**config.mk**
```make
export PLATFORM = sky130hd
export DESIGN_NAME = stego_extract_ctrl_flat
export DESIGN_NICKNAME = d
export VERILOG_FILES = /design/src/rtl/stego_extract_ctrl_if.sv /design/src/rtl/stego_extract_ctrl.sv /design/src/flat_wrapper.sv
export SDC_FILE = /design/constraint.sdc
export NUM_CORES = 1
export LEC_CHECK = 0
export BUFFER_PORTS_ARGS = -buffer_cell sky130_fd_sc_hd__buf_2
export CAP_MARGIN = 30
export CORE_ASPECT_RATIO = 1.1
export CORE_MARGIN = 4
export CORE_UTILIZATION = 55
export CTS_BUF_LIST = sky130_fd_sc_hd__clkbuf_2 sky130_fd_sc_hd__clkbuf_4 sky130_fd_sc_hd__clkbuf_8
export CTS_CLUSTER_SIZE = 40
export DETAILED_ROUTE_END_ITERATION = 7
export HOLD_SLACK_MARGIN = 0.12
export PLACE_DENSITY = 0.79
export SYNTH_ARGS = -nofsm -noshare
export SYNTH_HDL_FRONTEND = slang
export SYNTH_SLANG_ARGS = --single-unit
```
**constraint.sdc**
```tcl
create_clock -name CLK100MHZ -period 2.35 [get_ports CLK100MHZ]
set_input_delay 0.47 -clock CLK100MHZ [delete_from_list [all_inputs] [get_ports CLK100MHZ]]
set_output_delay 0.47 -clock CLK100MHZ [all_outputs]
set_load 0.02 [all_outputs]
```
**src/rtl/stego_extract_ctrl_if.sv**
```systemverilog
// Bus bundle between the message-extraction sequencer, the image BRAM read
// port, the character buffer write port and the start button logic.
interface stego_extract_ctrl_if #(
    parameter int ADDR_W = 12,
    parameter int CA_W   = 7
);
    logic              start;
    logic              bram_en;
    logic [ADDR_W-1:0] bram_addr;
    logic [7:0]        bram_dout;
    logic              char_we;
    logic [CA_W-1:0]   char_addr;
    logic [5:0]        char_code;
    logic              busy;
    logic              done;
    logic [CA_W:0]     msg_len;
    logic              overflow;

    modport master (
        input  start, bram_dout,
        output bram_en, bram_addr, char_we, char_addr, char_code,
               busy, done, msg_len, overflow
    );

    modport slave (
        output start, bram_dout,
        input  bram_en, bram_addr, char_we, char_addr, char_code,
               busy, done, msg_len, overflow
    );
endinterface

```
**src/rtl/stego_extract_ctrl.sv**
```systemverilog
// Pulls one LSB per BRAM byte, packs them MSB-first into ASCII, converts each
// character to a seven-segment code and writes it to the character buffer.
//
// state | meaning
// IDLE  | waiting for the first start after reset
// RUN   | streaming BRAM reads, assembling and writing characters
// DRAIN | BRAM disabled while in-flight reads fall away
// DONE  | msg_len/overflow valid, waiting for a restart
module stego_extract_ctrl #(
    parameter int ADDR_W       = 12,
    parameter int START_ADDR   = 0,
    parameter int MAX_CHARS    = 128,
    parameter int BRAM_LATENCY = 1
) (
    input  logic                 CLK100MHZ,
    input  logic                 Reset,
    stego_extract_ctrl_if.master bus
);
    localparam int         CA_W       = $clog2(MAX_CHARS);
    localparam logic [5:0] CODE_BLANK = 6'd36;

    typedef enum logic [1:0] {IDLE, RUN, DRAIN, DONE} state_t;
    state_t state, state_nx;

    logic [BRAM_LATENCY-1:0] vld_pipe;
    logic [2:0]              bit_cnt;
    logic [6:0]              shift;
    logic [1:0]              drain_cnt;
    logic [ADDR_W-1:0]       bram_addr;
    logic [CA_W:0]           msg_len;   // doubles as the next character index
    logic                    overflow;
    logic                    char_we;
    logic [CA_W-1:0]         char_addr;
    logic [5:0]              char_code;

    logic       start_ok, sample, byte_done, is_term, do_write;
    logic       hit_max, at_top, stop_ovf;
    logic [7:0] byte_val;
    logic       unused_dout;

    assign unused_dout = ^bus.bram_dout[7:1];

    function automatic logic [5:0] decode(input logic [7:0] b);
        logic [5:0] c;
        c = CODE_BLANK;
        if (b >= 8'h30 && b <= 8'h39)      c = 6'(b - 8'd48);
        else if (b >= 8'h41 && b <= 8'h5A) c = 6'(b - 8'd55);
        else if (b >= 8'h61 && b <= 8'h7A) c = 6'(b - 8'd87);
        return c;
    endfunction

    // Per-cycle qualifiers: sampling, byte completion, termination and limits.
    always_comb begin
        start_ok  = bus.start && (state == IDLE || state == DONE);
        sample    = (state == RUN) && vld_pipe[BRAM_LATENCY-1];
        byte_val  = {shift, bus.bram_dout[0]};
        byte_done = sample && (bit_cnt == 3'd7);
        // A NUL in slot 0 is treated as a blank, not an end marker.
        is_term   = byte_done && (byte_val == 8'h00) && (msg_len != '0);
        do_write  = byte_done && !is_term;
        hit_max   = do_write && (msg_len == (CA_W+1)'(MAX_CHARS - 1));
        at_top    = (state == RUN) && (bram_addr == {ADDR_W{1'b1}});
        stop_ovf  = !is_term && (hit_max || at_top);
    end

    // Next-state selection.
    always_comb begin
        state_nx = state;
        case (state)
            IDLE, DONE: if (start_ok) state_nx = RUN;
            RUN:        if (is_term || stop_ovf) state_nx = DRAIN;
            DRAIN:      if (drain_cnt == 2'd0) state_nx = DONE;
            default:    state_nx = IDLE;
        endcase
    end

    // State register.
    always_ff @(posedge CLK100MHZ or negedge Reset) begin
        if (!Reset) state <= IDLE;
        else        state <= state_nx;
    end

    // Read address, read-valid pipeline, bit assembly and drain timer.
    always_ff @(posedge CLK100MHZ or negedge Reset) begin
        if (!Reset) begin
            bram_addr <= ADDR_W'(START_ADDR);
            vld_pipe  <= '0;
            bit_cnt   <= '0;
            shift     <= '0;
            drain_cnt <= '0;
        end else begin
            vld_pipe[0] <= (state == RUN);
            for (int i = 1; i < BRAM_LATENCY; i++) vld_pipe[i] <= vld_pipe[i-1];
            if (start_ok) begin
                bram_addr <= ADDR_W'(START_ADDR);
                bit_cnt   <= '0;
                shift     <= '0;
            end else if (state == RUN) begin
                // Hold at the top address; the wrap check ends the run instead.
                if (!at_top) bram_addr <= bram_addr + 1'b1;
                if (sample) begin
                    bit_cnt <= bit_cnt + 3'd1;
                    shift   <= {shift[5:0], bus.bram_dout[0]};
                end
            end
            if (state == RUN && state_nx == DRAIN)
                drain_cnt <= 2'(BRAM_LATENCY - 1);
            else if (state == DRAIN && drain_cnt != 2'd0)
                drain_cnt <= drain_cnt - 2'd1;
        end
    end

    // Character buffer write port and extraction results.
    always_ff @(posedge CLK100MHZ or negedge Reset) begin
        if (!Reset) begin
            char_we   <= 1'b0;
            char_addr <= '0;
            char_code <= CODE_BLANK;
            msg_len   <= '0;
            overflow  <= 1'b0;
        end else begin
            char_we <= do_write;
            if (start_ok) begin
                msg_len  <= '0;
                overflow <= 1'b0;
            end else begin
                if (do_write) begin
                    char_addr <= msg_len[CA_W-1:0];
                    char_code <= decode(byte_val);
                    msg_len   <= msg_len + 1'b1;
                end
                if (stop_ovf) overflow <= 1'b1;
            end
        end
    end

    assign bus.bram_en   = (state == RUN);
    assign bus.bram_addr = bram_addr;
    assign bus.char_we   = char_we;
    assign bus.char_addr = char_addr;
    assign bus.char_code = char_code;
    assign bus.busy      = (state == RUN) || (state == DRAIN);
    assign bus.done      = (state == DONE);
    assign bus.msg_len   = msg_len;
    assign bus.overflow  = overflow;
endmodule

```
**src/flat_wrapper.sv**
```systemverilog
// flat-port wrapper written by rule: the top's interface ports become plain ports
module stego_extract_ctrl_flat 
#(
    parameter int ADDR_W       = 12,
    parameter int START_ADDR   = 0,
    parameter int MAX_CHARS    = 128,
    parameter int BRAM_LATENCY = 1
)
  (CLK100MHZ, Reset, bus_start, bus_bram_dout, bus_bram_en, bus_bram_addr, bus_char_we, bus_char_addr, bus_char_code, bus_busy, bus_done, bus_msg_len, bus_overflow);
  stego_extract_ctrl_if #(.ADDR_W(ADDR_W), .CA_W(7)) bus_i ();
  input  logic CLK100MHZ;
  input  logic Reset;
  input wire logic [$bits(bus_i.start)-1:0] bus_start;
  input wire logic [$bits(bus_i.bram_dout)-1:0] bus_bram_dout;
  output wire logic [$bits(bus_i.bram_en)-1:0] bus_bram_en;
  output wire logic [$bits(bus_i.bram_addr)-1:0] bus_bram_addr;
  output wire logic [$bits(bus_i.char_we)-1:0] bus_char_we;
  output wire logic [$bits(bus_i.char_addr)-1:0] bus_char_addr;
  output wire logic [$bits(bus_i.char_code)-1:0] bus_char_code;
  output wire logic [$bits(bus_i.busy)-1:0] bus_busy;
  output wire logic [$bits(bus_i.done)-1:0] bus_done;
  output wire logic [$bits(bus_i.msg_len)-1:0] bus_msg_len;
  output wire logic [$bits(bus_i.overflow)-1:0] bus_overflow;
  assign bus_i.start = bus_start;
  assign bus_i.bram_dout = bus_bram_dout;
  assign bus_bram_en = bus_i.bram_en;
  assign bus_bram_addr = bus_i.bram_addr;
  assign bus_char_we = bus_i.char_we;
  assign bus_char_addr = bus_i.char_addr;
  assign bus_char_code = bus_i.char_code;
  assign bus_busy = bus_i.busy;
  assign bus_done = bus_i.done;
  assign bus_msg_len = bus_i.msg_len;
  assign bus_overflow = bus_i.overflow;
  stego_extract_ctrl #(.ADDR_W(ADDR_W), .START_ADDR(START_ADDR), .MAX_CHARS(MAX_CHARS), .BRAM_LATENCY(BRAM_LATENCY)) u_core (.CLK100MHZ(CLK100MHZ), .Reset(Reset), .bus(bus_i));
endmodule
```
==> results of run 1 <==
## layer usage
layer	vias up	track usage	share of wire
met4	0	0.0485	0.015
met2	49	0.312	0.51
met1	1092	0.228	0.44
li1	1116	-	-
met5	-	0	0
met3	11	0.0368	0.044
## cells in the final DEF (no fill, tap or decap), drive strengths merged, types with 2 or more instances in the layout
master and n:
and3 2, or3 4, nor2 28, bufinv 2, a21oi 25, dfrtp 48, o31a 2, nand3 5
nand2 40, or4 2, mux2 5, ha 19, buf 55, o31ai 3, a211oi 2, nor3 5
nand2b 3, nor3b 2, o21ai 19, xor2 10, and2 2, dfstp 2, nand4 10, nor4b 3
xnor2 6, nor2b 4, clkbuf 5, inv 16
## power by group
part | leakage [uW] | total, uW | internal [uW] | switching, uW
Sequential | 0.000657 | 1140 | 1010 | 129
Combinational | 0.000881 | 1050 | 404 | 648
Clock | 0.0000683 | 711 | 426 | 285
## final timing paths
path                                              start                 endpoint  depth (start not counted)
worst min-delay path                              Reset  u_core.bus.char_addr[5]                          1
min in group CLK100MHZ          u_core.bus.char_code[5]  u_core.bus.char_code[5]                          2
max in group asynchronous                         Reset          u_core.vld_pipe                          2
worst max-delay path                    u_core.shift[0]  u_core.bus.char_code[5]                          9
worst max register to register          u_core.shift[0]  u_core.bus.char_code[5]                          9
worst min register to register  u_core.bus.char_code[5]  u_core.bus.char_code[5]                          2
## area by class of cell
type / count / area, um^2 / share of cell area
Clock inverter: 3 / 68.8 / 0.0210
Clock buffer: 5 / 68.8 / 0.0210
Timing Repair Buffer: 55 / 323 / 0.0986
Inverter: 16 / 60.1 / 0.0183
Multi-Input combinational cell: 217 / 1430 / 0.437
Sequential cell: 50 / 1250 / 0.383
Tap cell: 56 / 70.1 / 0.0214
## critical path: cells and delay by family, from the launching register on
kind | cells | cell delay, ps
buf+inv | 2 | 330
flops | 1 | 390
compound gates | 4 | 820
fa+ha+maj | 1 | 180
simple gates | 2 | 400
## per-stage QoR
stage	std cells	area [um^2]	worst slack (ps)
floorplan	293	2800	141
global placement	393	3130	95.0
detailed placement	393	3130	34.2
CTS	401	3270	187
global route	402	3270	28.7
finish	402	3270	150
## state kept, by name (all words and copies together) (netlist names)
name / count
u_core.bit_cnt: 3
u_core.bus.bram_addr: 12
u_core.bus.char_addr: 7
u_core.bus.char_code: 6
u_core.bus.char_we: 1
u_core.bus.msg_len: 8
u_core.bus.overflow: 1
u_core.drain_cnt: 2
u_core.shift: 7
u_core.state: 2
u_core.vld_pipe: 1
## cell families (layout without fill, tap and decap cells)
group,Yosys count,after routing,share of synthesized area
buffers and inverters,26,79,0.0411
and+or+nand+nor,112,112,0.203
adders and majority gates,19,19,0.0849
muxes,6,6,0.0291
AOI/OAI and AO/OA,64,64,0.144
xor gates and xnor gates,16,16,0.0501
DFF,50,50,0.448
==> results.sh, run 1 <==
export IMPL_max_slew_worst_pin_slew_ps=582
export IMPL_synth_seq_cells=50
export IMPL_fmax_mhz=455
export IMPL_cts_tree="done"
export IMPL_synth_cell_types=52
export IMPL_synth_nets=323
export IMPL_clk_latency_ps=300
export IMPL_io_buffers=41
export IMPL_dp_hpwl_mm=4.12
export IMPL_area_growth_pct=17.0
export IMPL_n_fill_cell=383
export IMPL_synth_area_leaders="dfrtp_1, ha_1, nand2_1"
export IMPL_r2r_slack_ps=150
export IMPL_synth_area_per_cell_um2=9.55
export IMPL_p_per_area_nw_per_um2=886
export IMPL_ir_drop_mv=0.674
export IMPL_grt_pass1_wl_mm=9.76
export IMPL_wl_per_cell_um=14.0
export IMPL_dieArea_um2=6300
export IMPL_endpoint_kind="flip-flop"
export IMPL_root_buffer="clkbuf_8"
export IMPL_finalClockSkew_ps=4.77
export IMPL_cts_resized=0
export IMPL_yosys_area_top_type="dfrtp_1"
export IMPL_h_tree_depth=2
export IMPL_via_per_inst=5.64
export IMPL_maxSlewViolCount=0
export IMPL_rsz0062_at_grt="no"
export IMPL_clock_path_buffers=2
export IMPL_ant_nets=0
export IMPL_synth_ff_type="dfrtp_1"
export IMPL_final_setup_tns_ps=0
export IMPL_max_cap_violations=0
export IMPL_n_antenna_cell=0
export IMPL_vias=2268
export IMPL_overflow=0
export IMPL_status="finished, final reports clean"
export IMPL_synthDominantCellAreaShare=0.429
export IMPL_p_leak_uw=0.00161
export IMPL_layout_nets=375
export IMPL_grt_pass1_vias=2173
export IMPL_drt_total_wl_mm=5.62
export IMPL_synth_edf_count=0
export IMPL_synthArstFlopShare=1.00
export IMPL_firstDrtPassIters=4
export IMPL_fp_coreArea_um2=4780
export IMPL_cpMostUsedCell="o21ai_1"
export IMPL_seq_area_frac_synth=0.448
export IMPL_fin_hold_ws_ps=150
export IMPL_boundaryPins=49
export IMPL_synth_cells=293
export IMPL_cp_slowest_cell="dfrtp_1"
export IMPL_crit_path_max_incr_delay_ps=390
export IMPL_antenna_found_initial=0
export IMPL_start_kind="flip-flop"
export IMPL_synth_top_cells_by_count="dfrtp_1, nand2_1, nor2_1, a21oi_1, ha_1"
export IMPL_final_layout_size_suffix_gt1_frac=0.228
export IMPL_core_rowCount=26
export IMPL_synth_area_um2=2800
export IMPL_hold_viol=0
export IMPL_post_route_period_util=0.936
export IMPL_cp_max_fo=6
export IMPL_cts_buffers_inserted=5
export IMPL_cp_arrival_ps=2440
export IMPL_drcViolationCount=0
export IMPL_ctsHoldBuffers=0
export IMPL_die_y_um=82.8
export IMPL_crit_required_ps=2590
export IMPL_total_power_uw=2900
export IMPL_fin_util=0.685
export IMPL_clkSinkCount=50
export IMPL_routabilityCongestion=0.832
export IMPL_grt_use_total=0.181
export IMPL_period_needed_ps=2200
export IMPL_post_cts_buffers=0
export IMPL_hold_class="in2async"
export IMPL_clkTransAtPathRegs_ps=90
export IMPL_path_cells="inv_1 -> ha_1 -> nor4b_2 -> nor3b_1 -> o311ai_2 -> buf_4 -> o21ai_1 -> a221o_1 -> o21ai_1"
export IMPL_max_slew_margin=0.612
export IMPL_grt_max_degree=32
export IMPL_critPathKind="reg2reg"
export IMPL_drt_iter0_drc=109
export IMPL_die_w_um=76.0
export IMPL_yosys_warnings=0
export IMPL_setup_viol=0
export IMPL_initial_utilization=0.585
export IMPL_yosysMostFrequentCell="dfrtp_1"
Note: power is estimated with default switching activity, not from simulation.
==> run 2: changes to the inputs <==
Settings changed: CELL_PAD_IN_SITES_DETAIL_PLACEMENT set to 0, CELL_PAD_IN_SITES_GLOBAL_PLACEMENT set to 2, CORE_UTILIZATION 55 to 36, PLACE_DENSITY 0.79 to 0.82.
==> run 2 against run 1 <==
Critical path depth shrank 3. Highest routed layer unchanged. Cell count grew 13%. Largest cell class unchanged. Hold slack gained 64 ps. Die area grew 47%. Global-route usage shrank 4.2 points. Utilization shrank 25 points.
==> results.sh, run 2 (synthesis results as in run 1) <==
export IMPL_die_y_um=100
export IMPL_largest_reg_flops=12
export IMPL_cts_buffers_inserted=5
export IMPL_maxSlewViolCount=0
export IMPL_dp_cells=445
export IMPL_dp_hpwl_mm=4.38
export IMPL_cts_tree="done"
export IMPL_boundaryPins=49
export IMPL_ir_drop_mv=0.415
export IMPL_max_cap_violations=0
export IMPL_r2r_slack_ps=220
export IMPL_hold_viol=0
export IMPL_ctsHoldBuffers=0
export IMPL_grt_max_degree=33
export IMPL_crit_required_ps=2580
export IMPL_p_per_area_nw_per_um2=828
export IMPL_root_buffer="clkbuf_8"
export IMPL_clockPowerShare=0.193
export IMPL_wl_per_cell_um=13.3
export IMPL_ant_nets=0
export IMPL_final_common_cell="dfrtp_1"
export IMPL_p_leak_uw=0.00159
export IMPL_dieArea_um2=9250
export IMPL_status="finished, final reports clean"
export IMPL_critPathKind="reg2reg"
export IMPL_drt_iter0_drc=152
export IMPL_final_cell_mix="dfrtp_1, buf_2, nand2_1"
export IMPL_area_growth_pct=17.7
export IMPL_crit_path_max_incr_delay_ps=580
export IMPL_antenna_found_initial=0
export IMPL_final_setup_tns_ps=0
export IMPL_core_rowCount=33
export IMPL_drcViolationCount=0
export IMPL_grt_use_total=0.139
export IMPL_rsz0062_at_grt="no"
export IMPL_fmax_mhz=469
export IMPL_cp_slowest_cell="or4_1"
export IMPL_critPathTopFamily="simple AND/OR/NAND/NOR gates"
export IMPL_max_slew_margin=0.519
export IMPL_p_int_uw=1650
export IMPL_routabilityCongestion=0.798
export IMPL_clkSinkCount=50
export IMPL_vias=2229
export IMPL_seqPwrFrac=0.415
export IMPL_start_kind="flip-flop"
export IMPL_firstDrtPassIters=4
export IMPL_cp_arrival_ps=2360
export IMPL_post_cts_buffers=0
export IMPL_crit_buf_inv=1
export IMPL_endpoint_kind="flip-flop"
export IMPL_overflow=0
export IMPL_grt_pass1_vias=2101
export IMPL_setup_viol=0
export IMPL_cts_resized=0
export IMPL_finalClockSkew_ps=13.8
export IMPL_initial_utilization=0.372
export IMPL_top_register="u_core.bus.bram_addr"
export IMPL_post_route_period_util=0.906
export IMPL_finish_instance_area_um2=3300
export IMPL_fp_coreArea_um2=7510
export IMPL_n_antenna_cell=0
export IMPL_path_cells="inv_1 -> or4_1 -> a2bb2oi_1 -> nor3_2 -> o21ai_0 -> a22o_1"
export IMPL_grt_pass1_wl_mm=10.4
export IMPL_final_layout_size_suffix_gt1_frac=0.233
export IMPL_power_switching_uw=1070
export IMPL_clkTransAtPathRegs_ps=100
export IMPL_period_needed_ps=2130
export IMPL_clock_path_buffers=2
export IMPL_netSwitchingFraction=0.394
export IMPL_h_tree_depth=2
export IMPL_io_buffers=41
export IMPL_drt_total_wl_mm=6.05
export IMPL_fin_cells=453
export IMPL_hold_class="in2async"
export IMPL_max_slew_worst_pin_slew_ps=721
export IMPL_clk_latency_ps=310
export IMPL_reg_largest_list="u_core.bus.bram_addr: 12 flops, u_core.bus.msg_len: 8 flops"
export IMPL_layout_nets=377
export IMPL_cp_max_fo=6
export IMPL_place_area_um2=3200
export IMPL_via_per_inst=4.92
export IMPL_die_w_um=92.1
export IMPL_pwr_share_comb=0.392
export IMPL_fin_util=0.439
==> run 2: cell count changes in the layout (fill, tap and decap cells not counted), sizes merged <==
cell and change:
buf +2, bufinv -2, clkbuf +1, clkinvlp +1
==> run 2: worst paths after layout <==
| kind | from | end | depth (start not counted) |
|---|---|---|---|
| hold / removal | Reset | u_core.bit_cnt[2] | 1 |
| hold reg to reg | u_core.bus.char_code[5] | u_core.bus.char_code[5] | 2 |
| setup / recovery | u_core.shift[4] | u_core.bus.char_code[2] | 6 |
| min in group CLK100MHZ | bus_bram_dout[0] | u_core.shift[0] | 3 |
| setup reg to reg | u_core.shift[4] | u_core.bus.char_code[2] | 6 |
| max in group asynchronous | Reset | u_core.shift[5] | 2 |
==> run 2: area by class of cell <==
type	instances	area, um^2
clock inverters	2	12.5
inverters	16	60.1
fillers	778	4220
repair buffers	57	325
flip-flops and latches	50	1250
multi-input cells	217	1430
clock buffers	6	82.6
well taps	105	131
==> run 2: through the flow <==
step,setup slack [ps],total power (uW),hold slack [ps]
finish,220,2730,215
floorplan,141,1900,174
global route,62.6,2960,265
detailed placement,121,2230,456
CTS,200,2780,221
global placement,129,2230,451
==> run 2: routing by layer <==
| metal | GRT usage | vias up | part of all wire |
|---|---|---|---|
| met5 | 0 | - | 0 |
| met3 | 0.0314 | 4 | 0.038 |
| met4 | 0.0411 | 0 | 0.010 |
| met2 | 0.224 | 47 | 0.46 |
| li1 | - | 1126 | - |
| met1 | 0.188 | 1052 | 0.49 |
==> run 2: power by group through the flow <==
stage | logic (uW) | registers [uW] | clock network, uW
2_1_floorplan | 672 | 1220 | 0
3_3_place_gp | 1080 | 1150 | 0
3_5_place_dp | 1080 | 1150 | 0
4_1_cts | 1080 | 1140 | 556
5_1_grt | 1210 | 1160 | 591
6_report | 1070 | 1130 | 527
==> run 3: changes to the inputs <==
Settings changed: PLACE_DENSITY 0.82 to not set, PLACE_DENSITY_LB_ADDON set to 0.1.
==> run 3 against run 2 <==
Via count is 1.2% higher. Sequential power about the same. Cell area up 1.9%. Largest power group unchanged. Total power up 5.1%. Sequential share of layout area shrank 0.72 points. Clock power up 23%. Worst setup slack worse by 33 ps.
==> results.sh, run 3 (synthesis results as in run 1) <==
export IMPL_status="finished, final reports clean"
export IMPL_n_antenna_cell=0
export IMPL_dieArea_um2=9250
export IMPL_p_per_area_nw_per_um2=853
export IMPL_place_ws_ps=107
export IMPL_max_slew_margin=0.658
export IMPL_cts_tree="done"
export IMPL_worstReg2RegStart="u_core.bus.msg_len[0]"
export IMPL_p_leak_uw=0.00162
export IMPL_die_w_um=92.1
export IMPL_setup_worst_path_start="u_core.bus.msg_len[0]"
export IMPL_grt_pass1_vias=2203
export IMPL_ir_drop_mv=0.329
export IMPL_period_needed_ps=2160
export IMPL_overflow=0
export IMPL_critPathKind="reg2reg"
export IMPL_fin_hold_ws_ps=440
export IMPL_largest_reg_flops=12
export IMPL_layout_nets=380
export IMPL_antenna_found_initial=0
export IMPL_n_fill_cell=784
export IMPL_endpoint_kind="flip-flop"
export IMPL_clk_latency_ps=300
export IMPL_dp_hpwl_mm=4.50
export IMPL_io_buffers=41
export IMPL_cp_max_fo=21
export IMPL_post_route_period_util=0.921
export IMPL_multi_input_area_um2=1430
export IMPL_start_kind="flip-flop"
export IMPL_grt_max_degree=32
export IMPL_drt_total_wl_mm=6.21
export IMPL_wl_per_cell_um=13.6
export IMPL_total_power_uw=2870
export IMPL_fin_cells=456
export IMPL_root_buffer="clkbuf_8"
export IMPL_h_tree_depth=2
export IMPL_dp_cells=447
export IMPL_core_rowCount=33
export IMPL_maxSlewViolCount=0
export IMPL_grt_use_total=0.143
export IMPL_cp_arrival_ps=2360
export IMPL_max_slew_worst_pin_slew_ps=511
export IMPL_crit_required_ps=2550
export IMPL_clock_path_buffers=2
export IMPL_max_cap_violations=0
export IMPL_layout_setup_ws_ps=187
export IMPL_final_setup_tns_ps=0
export IMPL_clkTransAtPathRegs_ps=100
export IMPL_fp_coreArea_um2=7510
export IMPL_setup_viol=0
export IMPL_fmax_mhz=462
export IMPL_initial_utilization=0.372
export IMPL_grt_pass1_wl_mm=10.8
export IMPL_top_register="u_core.bus.bram_addr"
export IMPL_hold_viol=0
export IMPL_rsz0062_at_grt="no"
export IMPL_final_layout_size_suffix_gt1_frac=0.236
export IMPL_min_from="bus_bram_dout[0]"
export IMPL_die_y_um=100
export IMPL_via_per_inst=4.95
export IMPL_area_growth_pct=20.0
export IMPL_hold_class="in2reg"
export IMPL_final_common_cell="dfrtp_1"
export IMPL_post_cts_buffers=0
export IMPL_reg_largest_list="u_core.bus.bram_addr: 12 flops, u_core.bus.msg_len: 8 flops"
export IMPL_seqCellArea_um2=1250
export IMPL_finalClockSkew_ps=8.00
export IMPL_clkSinkCount=50
export IMPL_final_cell_mix="dfrtp_1, buf_2, nand2_1"
export IMPL_r2r_slack_ps=190
export IMPL_vias=2255
export IMPL_drt_iter0_drc=43
export IMPL_routabilityCongestion=0.779
export IMPL_boundaryPins=49
export IMPL_cts_buffers_inserted=5
export IMPL_ant_nets=0
export IMPL_firstDrtPassIters=4
export IMPL_drcViolationCount=0
[run 3: timing repair]
| item | in CTS | in global routing |
|---|---|---|
| hold buffers | 1 | 0 |
| endpoints found under the hold margin | 2 | 0 |
| endpoints found under the setup margin | 0 | 0 |
| resized for setup | 0 | 0 |
[run 3: metrics by stage]
step                utilization  area, um^2
global route              0.447        3360
detailed placement        0.430        3230
finish                    0.447        3360
floorplan                     -        2800
CTS                       0.447        3360
global placement          0.430        3230
[run 3: metal layers]
metal | share of wire | track usage | vias up | wire length, um
met4 | 0.0092 | 0.0343 | 0 | 57
met5 | 0 | 0 | - | 0
met1 | 0.47 | 0.188 | 1083 | 2920
met3 | 0.036 | 0.0291 | 5 | 222
met2 | 0.48 | 0.244 | 41 | 3010
li1 | - | - | 1126 | -
[run 3: worst paths after layout]
kind	to	depth (start not counted)
setup / recovery	u_core.bus.char_addr[3]	6
hold / removal	u_core.shift[0]	3
setup reg to reg	u_core.bus.char_addr[3]	6
hold reg to reg	u_core.bus.char_code[5]	2
max in group asynchronous	u_core.bus.char_code[5]	3
min in group asynchronous	u_core.bus.char_addr[1]	2
[run 3: cell type report]
| cell class | instances | area share |
|---|---|---|
| multi-input cells | 217 | 0.426 |
| flip-flops and latches | 50 | 0.373 |
| repair buffers | 60 | 0.108 |
| well taps | 105 | 0.0391 |
| clock buffers | 6 | 0.0246 |
| inverters | 16 | 0.0179 |
| clock inverters | 2 | 0.0115 |
[run 3: critical path: stages, from the launching register on]
cell and delay [ps]:
dfrtp_1 400, inv_1 80, ha_1 140, nor3b_1 440
a211oi_4 150, or3_4 520, mux2_4 330
[run 3: power breakdown]
group	leakage, uW	internal, uW	switching (uW)
Sequential	0.000657	1010	137
Combinational	0.000906	413	659
Clock	0.0000618	351	300
